[src/rtl/cmm_errman_pkg.sv]
// Shared types and constants for the correctable-error message manager.
// Holds the request FSM encoding, the default counter width and the delta direction encoding.
package cmm_errman_pkg;

  // Default width of the outstanding-correctable-error counter.
  localparam int unsigned CntWDefault = 4;

  // Width of the delta bus from the tally block (range 0..6).
  localparam int unsigned CorNumW = 3;

  // Direction encoding carried on inc_dec_b.
  localparam logic Inc = 1'b1;
  localparam logic Dec = 1'b0;

  typedef enum logic [1:0] {
    StIdle   = 2'b00,
    StReq    = 2'b01,
    StSettle = 2'b10
  } cor_state_e;

endpackage

[src/rtl/cmm_errman_cor_cnt_if.sv]
// Tally-block / message-transmitter side bundle for the correctable-error counter.
// master = environment (tally block, transmitter, device control); slave = the counter block.
interface cmm_errman_cor_cnt_if #(
  parameter int unsigned CNT_W = cmm_errman_pkg::CntWDefault
);

  logic [cmm_errman_pkg::CorNumW-1:0] cor_num;
  logic                               inc_dec_b;
  logic                               reg_decr_cor;
  logic                               cor_en;
  logic                               msg_ack;
  logic                               ovfl_clr;
  logic                               cor_msg_req;
  logic                               decr_cor;
  logic [CNT_W-1:0]                   cor_cnt;
  logic                               cor_ovfl;

  modport master (
    output cor_num,
    output inc_dec_b,
    output reg_decr_cor,
    output cor_en,
    output msg_ack,
    output ovfl_clr,
    input  cor_msg_req,
    input  decr_cor,
    input  cor_cnt,
    input  cor_ovfl
  );

  modport slave (
    input  cor_num,
    input  inc_dec_b,
    input  reg_decr_cor,
    input  cor_en,
    input  msg_ack,
    input  ovfl_clr,
    output cor_msg_req,
    output decr_cor,
    output cor_cnt,
    output cor_ovfl
  );

endinterface

[src/rtl/cmm_errman_sat_add.sv]
// Saturating add/subtract of a small delta onto a CNT_W-bit count.
// Clamps to 0..2^CNT_W-1 and flags when an add was clamped at the top.
module cmm_errman_sat_add #(
  parameter int unsigned CNT_W = 4,
  parameter int unsigned DW    = 3
) (
  input  logic [CNT_W-1:0] cnt_i,
  input  logic [DW-1:0]    delta_i,
  input  logic             add_i,
  output logic [CNT_W-1:0] cnt_o,
  output logic             clamp_hi_o
);

  // One guard bit above the wider operand so neither direction can wrap.
  localparam int unsigned ExtW = ((CNT_W > DW) ? CNT_W : DW) + 1;

  logic [ExtW-1:0] cnt_ext;
  logic [ExtW-1:0] delta_ext;
  logic [ExtW-1:0] max_ext;
  logic [ExtW-1:0] sum_ext;
  logic [ExtW-1:0] diff_ext;

  assign cnt_ext   = ExtW'(cnt_i);
  assign delta_ext = ExtW'(delta_i);
  assign max_ext   = ExtW'({CNT_W{1'b1}});
  assign sum_ext   = cnt_ext + delta_ext;
  assign diff_ext  = cnt_ext - delta_ext;

  always_comb begin
    cnt_o      = cnt_i;
    clamp_hi_o = 1'b0;
    if (add_i) begin
      if (sum_ext > max_ext) begin
        cnt_o      = {CNT_W{1'b1}};
        clamp_hi_o = 1'b1;
      end else begin
        cnt_o = sum_ext[CNT_W-1:0];
      end
    end else begin
      if (delta_ext > cnt_ext) begin
        cnt_o = '0;
      end else begin
        cnt_o = diff_ext[CNT_W-1:0];
      end
    end
  end

endmodule

[src/rtl/cmm_errman_cor_cnt.sv]
// Outstanding correctable-error counter and ERR_COR message request FSM.
// Optional sticky saturation flag built only when CMM_ERRMAN_COR_OVFL_EN is defined.
module cmm_errman_cor_cnt
  import cmm_errman_pkg::*;
#(
  parameter int unsigned CNT_W      = CntWDefault,
  parameter int unsigned SETTLE_CYC = 2
) (
  input  logic                 clk,
  input  logic                 rst_n,
  cmm_errman_cor_cnt_if.slave  bus
);

  // A zero settle length would let a request start from a stale count, so hold at least one cycle.
  localparam int unsigned SettleMax = (SETTLE_CYC > 0) ? SETTLE_CYC - 1 : 0;
  localparam int unsigned SettleW   = (SETTLE_CYC > 1) ? $clog2(SETTLE_CYC) : 1;

  logic [CNT_W-1:0]   cnt_q;
  logic [CNT_W-1:0]   cnt_d;
  logic               clamp_hi;

  cor_state_e         state_q;
  cor_state_e         state_d;
  logic [SettleW-1:0] settle_q;
  logic [SettleW-1:0] settle_d;
  logic               decr_q;
  logic               decr_d;

  // Counter datapath: the tally block has already merged adds and echoed decrements.
  cmm_errman_sat_add #(
    .CNT_W (CNT_W),
    .DW    (CorNumW)
  ) u_sat_add (
    .cnt_i      (cnt_q),
    .delta_i    (bus.cor_num),
    .add_i      (bus.inc_dec_b == Inc),
    .cnt_o      (cnt_d),
    .clamp_hi_o (clamp_hi)
  );

  always_ff @(posedge clk or negedge rst_n) begin
    if (!rst_n) begin
      cnt_q <= '0;
    end else begin
      cnt_q <= cnt_d;
    end
  end

  always_comb begin
    state_d  = state_q;
    settle_d = settle_q;
    decr_d   = 1'b0;
    unique case (state_q)
      StIdle: begin
        if ((cnt_q != '0) && bus.cor_en) begin
          state_d = StReq;
        end
      end
      StReq: begin
        // Once raised the request is never withdrawn, even if reporting is disabled.
        if (bus.msg_ack) begin
          state_d  = StSettle;
          settle_d = '0;
          decr_d   = 1'b1;
        end
      end
      StSettle: begin
        if (settle_q == SettleW'(SettleMax)) begin
          state_d  = StIdle;
          settle_d = '0;
        end else begin
          settle_d = settle_q + 1'b1;
        end
      end
      default: begin
        state_d  = StIdle;
        settle_d = '0;
      end
    endcase
  end

  always_ff @(posedge clk or negedge rst_n) begin
    if (!rst_n) begin
      state_q  <= StIdle;
      settle_q <= '0;
      decr_q   <= 1'b0;
    end else begin
      state_q  <= state_d;
      settle_q <= settle_d;
      decr_q   <= decr_d;
    end
  end

  // Request decoded from state so an asynchronous reset drops it immediately.
  assign bus.cor_msg_req = (state_q == StReq);
  assign bus.decr_cor    = decr_q;
  assign bus.cor_cnt     = cnt_q;

`ifdef CMM_ERRMAN_COR_OVFL_EN
  logic ovfl_q;
  logic ovfl_d;
  logic unused_in;

  // Set wins over a simultaneous clear.
  always_comb begin
    ovfl_d = ovfl_q;
    if (bus.ovfl_clr) begin
      ovfl_d = 1'b0;
    end
    if (clamp_hi) begin
      ovfl_d = 1'b1;
    end
  end

  always_ff @(posedge clk or negedge rst_n) begin
    if (!rst_n) begin
      ovfl_q <= 1'b0;
    end else begin
      ovfl_q <= ovfl_d;
    end
  end

  assign bus.cor_ovfl = ovfl_q;
  assign unused_in    = bus.reg_decr_cor;
`else
  logic unused_in;

  assign bus.cor_ovfl = 1'b0;
  assign unused_in    = ^{bus.reg_decr_cor, bus.ovfl_clr, clamp_hi};
`endif

endmodule

[src/flat_wrapper.sv]
// flat-port wrapper written by rule: the top's interface ports become plain ports
module cmm_errman_cor_cnt_flat import cmm_errman_pkg::*;
#(
  parameter int unsigned CNT_W      = CntWDefault,
  parameter int unsigned SETTLE_CYC = 2
)
  (clk, rst_n, bus_cor_num, bus_inc_dec_b, bus_reg_decr_cor, bus_cor_en, bus_msg_ack, bus_ovfl_clr, bus_cor_msg_req, bus_decr_cor, bus_cor_cnt, bus_cor_ovfl);
  cmm_errman_cor_cnt_if #(.CNT_W(CNT_W)) bus_i ();
  input  logic clk;
  input  logic rst_n;
  input wire logic [$bits(bus_i.cor_num)-1:0] bus_cor_num;
  input wire logic [$bits(bus_i.inc_dec_b)-1:0] bus_inc_dec_b;
  input wire logic [$bits(bus_i.reg_decr_cor)-1:0] bus_reg_decr_cor;
  input wire logic [$bits(bus_i.cor_en)-1:0] bus_cor_en;
  input wire logic [$bits(bus_i.msg_ack)-1:0] bus_msg_ack;
  input wire logic [$bits(bus_i.ovfl_clr)-1:0] bus_ovfl_clr;
  output wire logic [$bits(bus_i.cor_msg_req)-1:0] bus_cor_msg_req;
  output wire logic [$bits(bus_i.decr_cor)-1:0] bus_decr_cor;
  output wire logic [$bits(bus_i.cor_cnt)-1:0] bus_cor_cnt;
  output wire logic [$bits(bus_i.cor_ovfl)-1:0] bus_cor_ovfl;
  assign bus_i.cor_num = bus_cor_num;
  assign bus_i.inc_dec_b = bus_inc_dec_b;
  assign bus_i.reg_decr_cor = bus_reg_decr_cor;
  assign bus_i.cor_en = bus_cor_en;
  assign bus_i.msg_ack = bus_msg_ack;
  assign bus_i.ovfl_clr = bus_ovfl_clr;
  assign bus_cor_msg_req = bus_i.cor_msg_req;
  assign bus_decr_cor = bus_i.decr_cor;
  assign bus_cor_cnt = bus_i.cor_cnt;
  assign bus_cor_ovfl = bus_i.cor_ovfl;
  cmm_errman_cor_cnt #(.CNT_W(CNT_W), .SETTLE_CYC(SETTLE_CYC)) u_core (.clk(clk), .rst_n(rst_n), .bus(bus_i));
endmodule
[config.mk]
export PLATFORM = sky130hd
export DESIGN_NAME = cmm_errman_cor_cnt_flat
export DESIGN_NICKNAME = d
export VERILOG_FILES = /design/src/rtl/cmm_errman_pkg.sv /design/src/rtl/cmm_errman_cor_cnt_if.sv /design/src/rtl/cmm_errman_sat_add.sv /design/src/rtl/cmm_errman_cor_cnt.sv /design/src/flat_wrapper.sv
export SDC_FILE = /design/constraint.sdc
export NUM_CORES = 1
export LEC_CHECK = 0
export BUFFER_PORTS_ARGS = -buffer_cell sky130_fd_sc_hd__buf_2
export CAP_MARGIN = 20
export CORE_AREA = 2 2 39 41
export CTS_CLUSTER_SIZE = 24
export DETAILED_ROUTE_END_ITERATION = 6
export DIE_AREA = 0 0 41 43
export PLACE_DENSITY = 0.69
export REMOVE_ABC_BUFFERS = 1
export SLEW_MARGIN = 25
export SYNTH_ARGS = -nofsm -noshare
export SYNTH_HDL_FRONTEND = slang
export SYNTH_SLANG_ARGS = --single-unit
[constraint.sdc]
create_clock -name clk -period 2.6 [get_ports clk]
set_clock_uncertainty 0.15 [all_clocks]
set_input_delay 0.13 -clock clk [delete_from_list [all_inputs] [get_ports clk]]
set_output_delay 0.13 -clock clk [all_outputs]
set_load 0.01 [all_outputs]
==> reports/qor.txt <==
Status - finished clean
CP arrival - 2.02 ns
FFs w/ async S/R, synth - 100.0%
Setup TNS - 0 ns
Vias per inst - 5.117
Hold Vio Cnt, Final - 0
Pwr dens - 1041 mW/mm^2
Achievable Freq - 500.3 MHz
Die span in y - 43 microns
Synthesized instance count - 61
Largest net degree at the start of global routing - 9
CP Launch Type - flop
Post-CTS Setup Inserts - 0
Top Ports - 17
Critical Path Max Stage Delay - 0.42 ns
Critical Path RT - 2.62 ns
Synth top area cells - dfrtp_1 33%, ha_1 13%, fa_1 6.7%, inv_1 4.4%, nor2b_1 4.2%
Min-delay worst type - primary input to flop
Pleak - 0.0003549 uW
CTS root buffer - clkbuf_4
First-pass GRT wire length - 1835 microns
Slowest cell on the critical path - fa_1
Reg clk slew, reported paths - 0.05 ns
Pwr Total - 747.7 uW
Slew Viols, Final - 0
Maximum vdd drop - 471.8 uV
Drt wl/cell - 10.90 microns
Crit end category - flop
First DRT Iteration DRCs - 7
CP Cell Sequence - inv_1, ha_1, fa_1, nand2b_1, nor4b_2, nor2b_1, a32oi_2
Final Setup Violations - 0
Initial antenna violation count - 0
DIE AREA - 0.001763 sq mm
Final WL - 1025 microns
Via count - 481
Layout cells sized above 1 - 25.64%
TritonRoute pass-1 iters - 4
Clk_lat worst skew - 0.25 ns
Ys flop type - dfrtp_1
# diodes - 0
CTS tree - done
Core box area - 0.001384 sq mm
Synthesized area per cell - 9.804 sq um
Top cell type's share of synthesized area - 33.47%
Max clock buf depth - 2
Seq/Total Area, Yosys - 33.47%
Ys Warns - 0
CP Max Fanout - 4
Routability cong. - 0.7137
Die width - 41 microns
GRT Residual Overflow - 0
Synth cell types - 26
Tcrit/Tclk final - 76.87%
# port buffers - 13
Site row count - 14
Detail Placement HPWL - 832.8 microns
GRT Util Overall - 16.50%
CTS buffer count - 3
#FFs+latches synth - 8
Synth area leader - dfrtp_1
Starting density of the core - 43.22%
Commonest cells post-synth - 8 x dfrtp_1, 7 x inv_1, 6 x ha_1
Post-Syn Area - 598.1 sq um
Post-cts resize count - 0
RSZ-0062 raised after global routing - no
Post-synth EDFFs - 0
Final net count - 98
Post-layout min period - 1.999 ns
H-Tree Depth - 1
Post-route DRC - 0
Routed Antenna Nets - 0
Vias in the first global route - 443
Max-Cap Viols - 0
Syn-to-layout area delta - 20.08%
Crit path kind - flop to flop
Top-count cell post-synth - dfrtp_1
Total clock sinks - 8
==> timing repair <==
item                       4_1_cts  5_1_grt
hold buffers                     2        0
hold endpoints to repair         9        0
setup endpoints to repair        0        0
==> worst max-delay path, delay by kind of cell, from the launching register on <==
family,cells,cell delay [ns]
adder cells (fa/ha/maj),2,0.64
AND/OR/NAND/NOR,3,0.51
buffers and inverters,1,0.06
AO/OA/AOI/OAI,1,0.16
flip-flops,1,0.39
==> kinds of logic after synthesis <==
logic type,count (synthesis),share of synthesized area [%]
simple gates,19,19.66
fa+ha+maj,8,19.25
flops,8,33.47
mux,2,3.556
buf+inv,8,5.650
other cells,1,0.6270
xor+xnor,1,1.465
compound gates,14,16.32
==> worst paths after layout <==
kind	slack, ns	start	to	cells past startpoint
max reg2reg	0.60	u_core.bus.cor_cnt[0]	u_core.bus.cor_cnt[3]	7
min	0.05	bus_inc_dec_b	u_core.bus.cor_cnt[3]	2
max in group asynchronous	2.04	rst_n	u_core.bus.cor_cnt[2]	2
min in group asynchronous	0.10	rst_n	u_core.settle_q	2
min reg2reg	0.37	u_core.state_q[1]	u_core.state_q[0]	1
max	0.60	u_core.bus.cor_cnt[0]	u_core.bus.cor_cnt[3]	7
==> area by class of cell <==
class                      instances  area, sq um
sequential                         8        200.2
multi-input combinational         45        364.1
clock buffer                       3        22.52
tap                               16        20.02
timing repair buffer              15        85.08
inverter                           7        26.28
fill                             133        665.6
==> through the flow <==
step                      hold WS, ns  area (sq um)  worst slack [ns]  util [%]  instances
final                         0.04754         718.2            0.6014     51.90         94
after global routing          0.03429         718.2            0.4370     51.90         94
after CTS                     0.03920         718.2            0.6023     51.90         94
after detailed placement      -0.1724         675.6            0.6118     48.82         89
after global placement        -0.1776         675.6            0.6559     48.82         89
after floorplan               -0.3156         590.6            0.7327         -         60
==> cell usage in the layout, fill, tap and decap left out, types with 2 or more instances in the layout <==
cell type and n:
a21oi_1 3, buf_2 13, clkbuf_4 3, dfrtp_1 8, dlygate4sd3_1 2, fa_1 2
ha_1 6, inv_1 7, nand2_1 4, nor2_1 3, nor2b_1 4, nor3b_1 2
o211ai_1 3, o21ai_0 4
==> flip-flops by register name, indices dropped and copies added, names as in the netlist <==
signal               cells
u_core.bus.decr_cor      1
u_core.settle_q          1
u_core.bus.cor_cnt       4
u_core.state_q           2
==> per-layer routing <==
layer / global-route usage (%) / vias to the layer above / share of wire (%)
li1: - / 242 / -
met1: 19.19 / 221 / 44
met2: 22.50 / 14 / 46
met3: 7.853 / 4 / 5.6
met4: 12.00 / 0 / 3.7
met5: 0 / - / 0
==> report_power, final <==
part           total, uW  switching (uW)  internal [uW]
sequential           256            72.1            184
clock               91.9            39.3           52.6
combinational        400             205            195
Power figures use the tool's default switching activity.
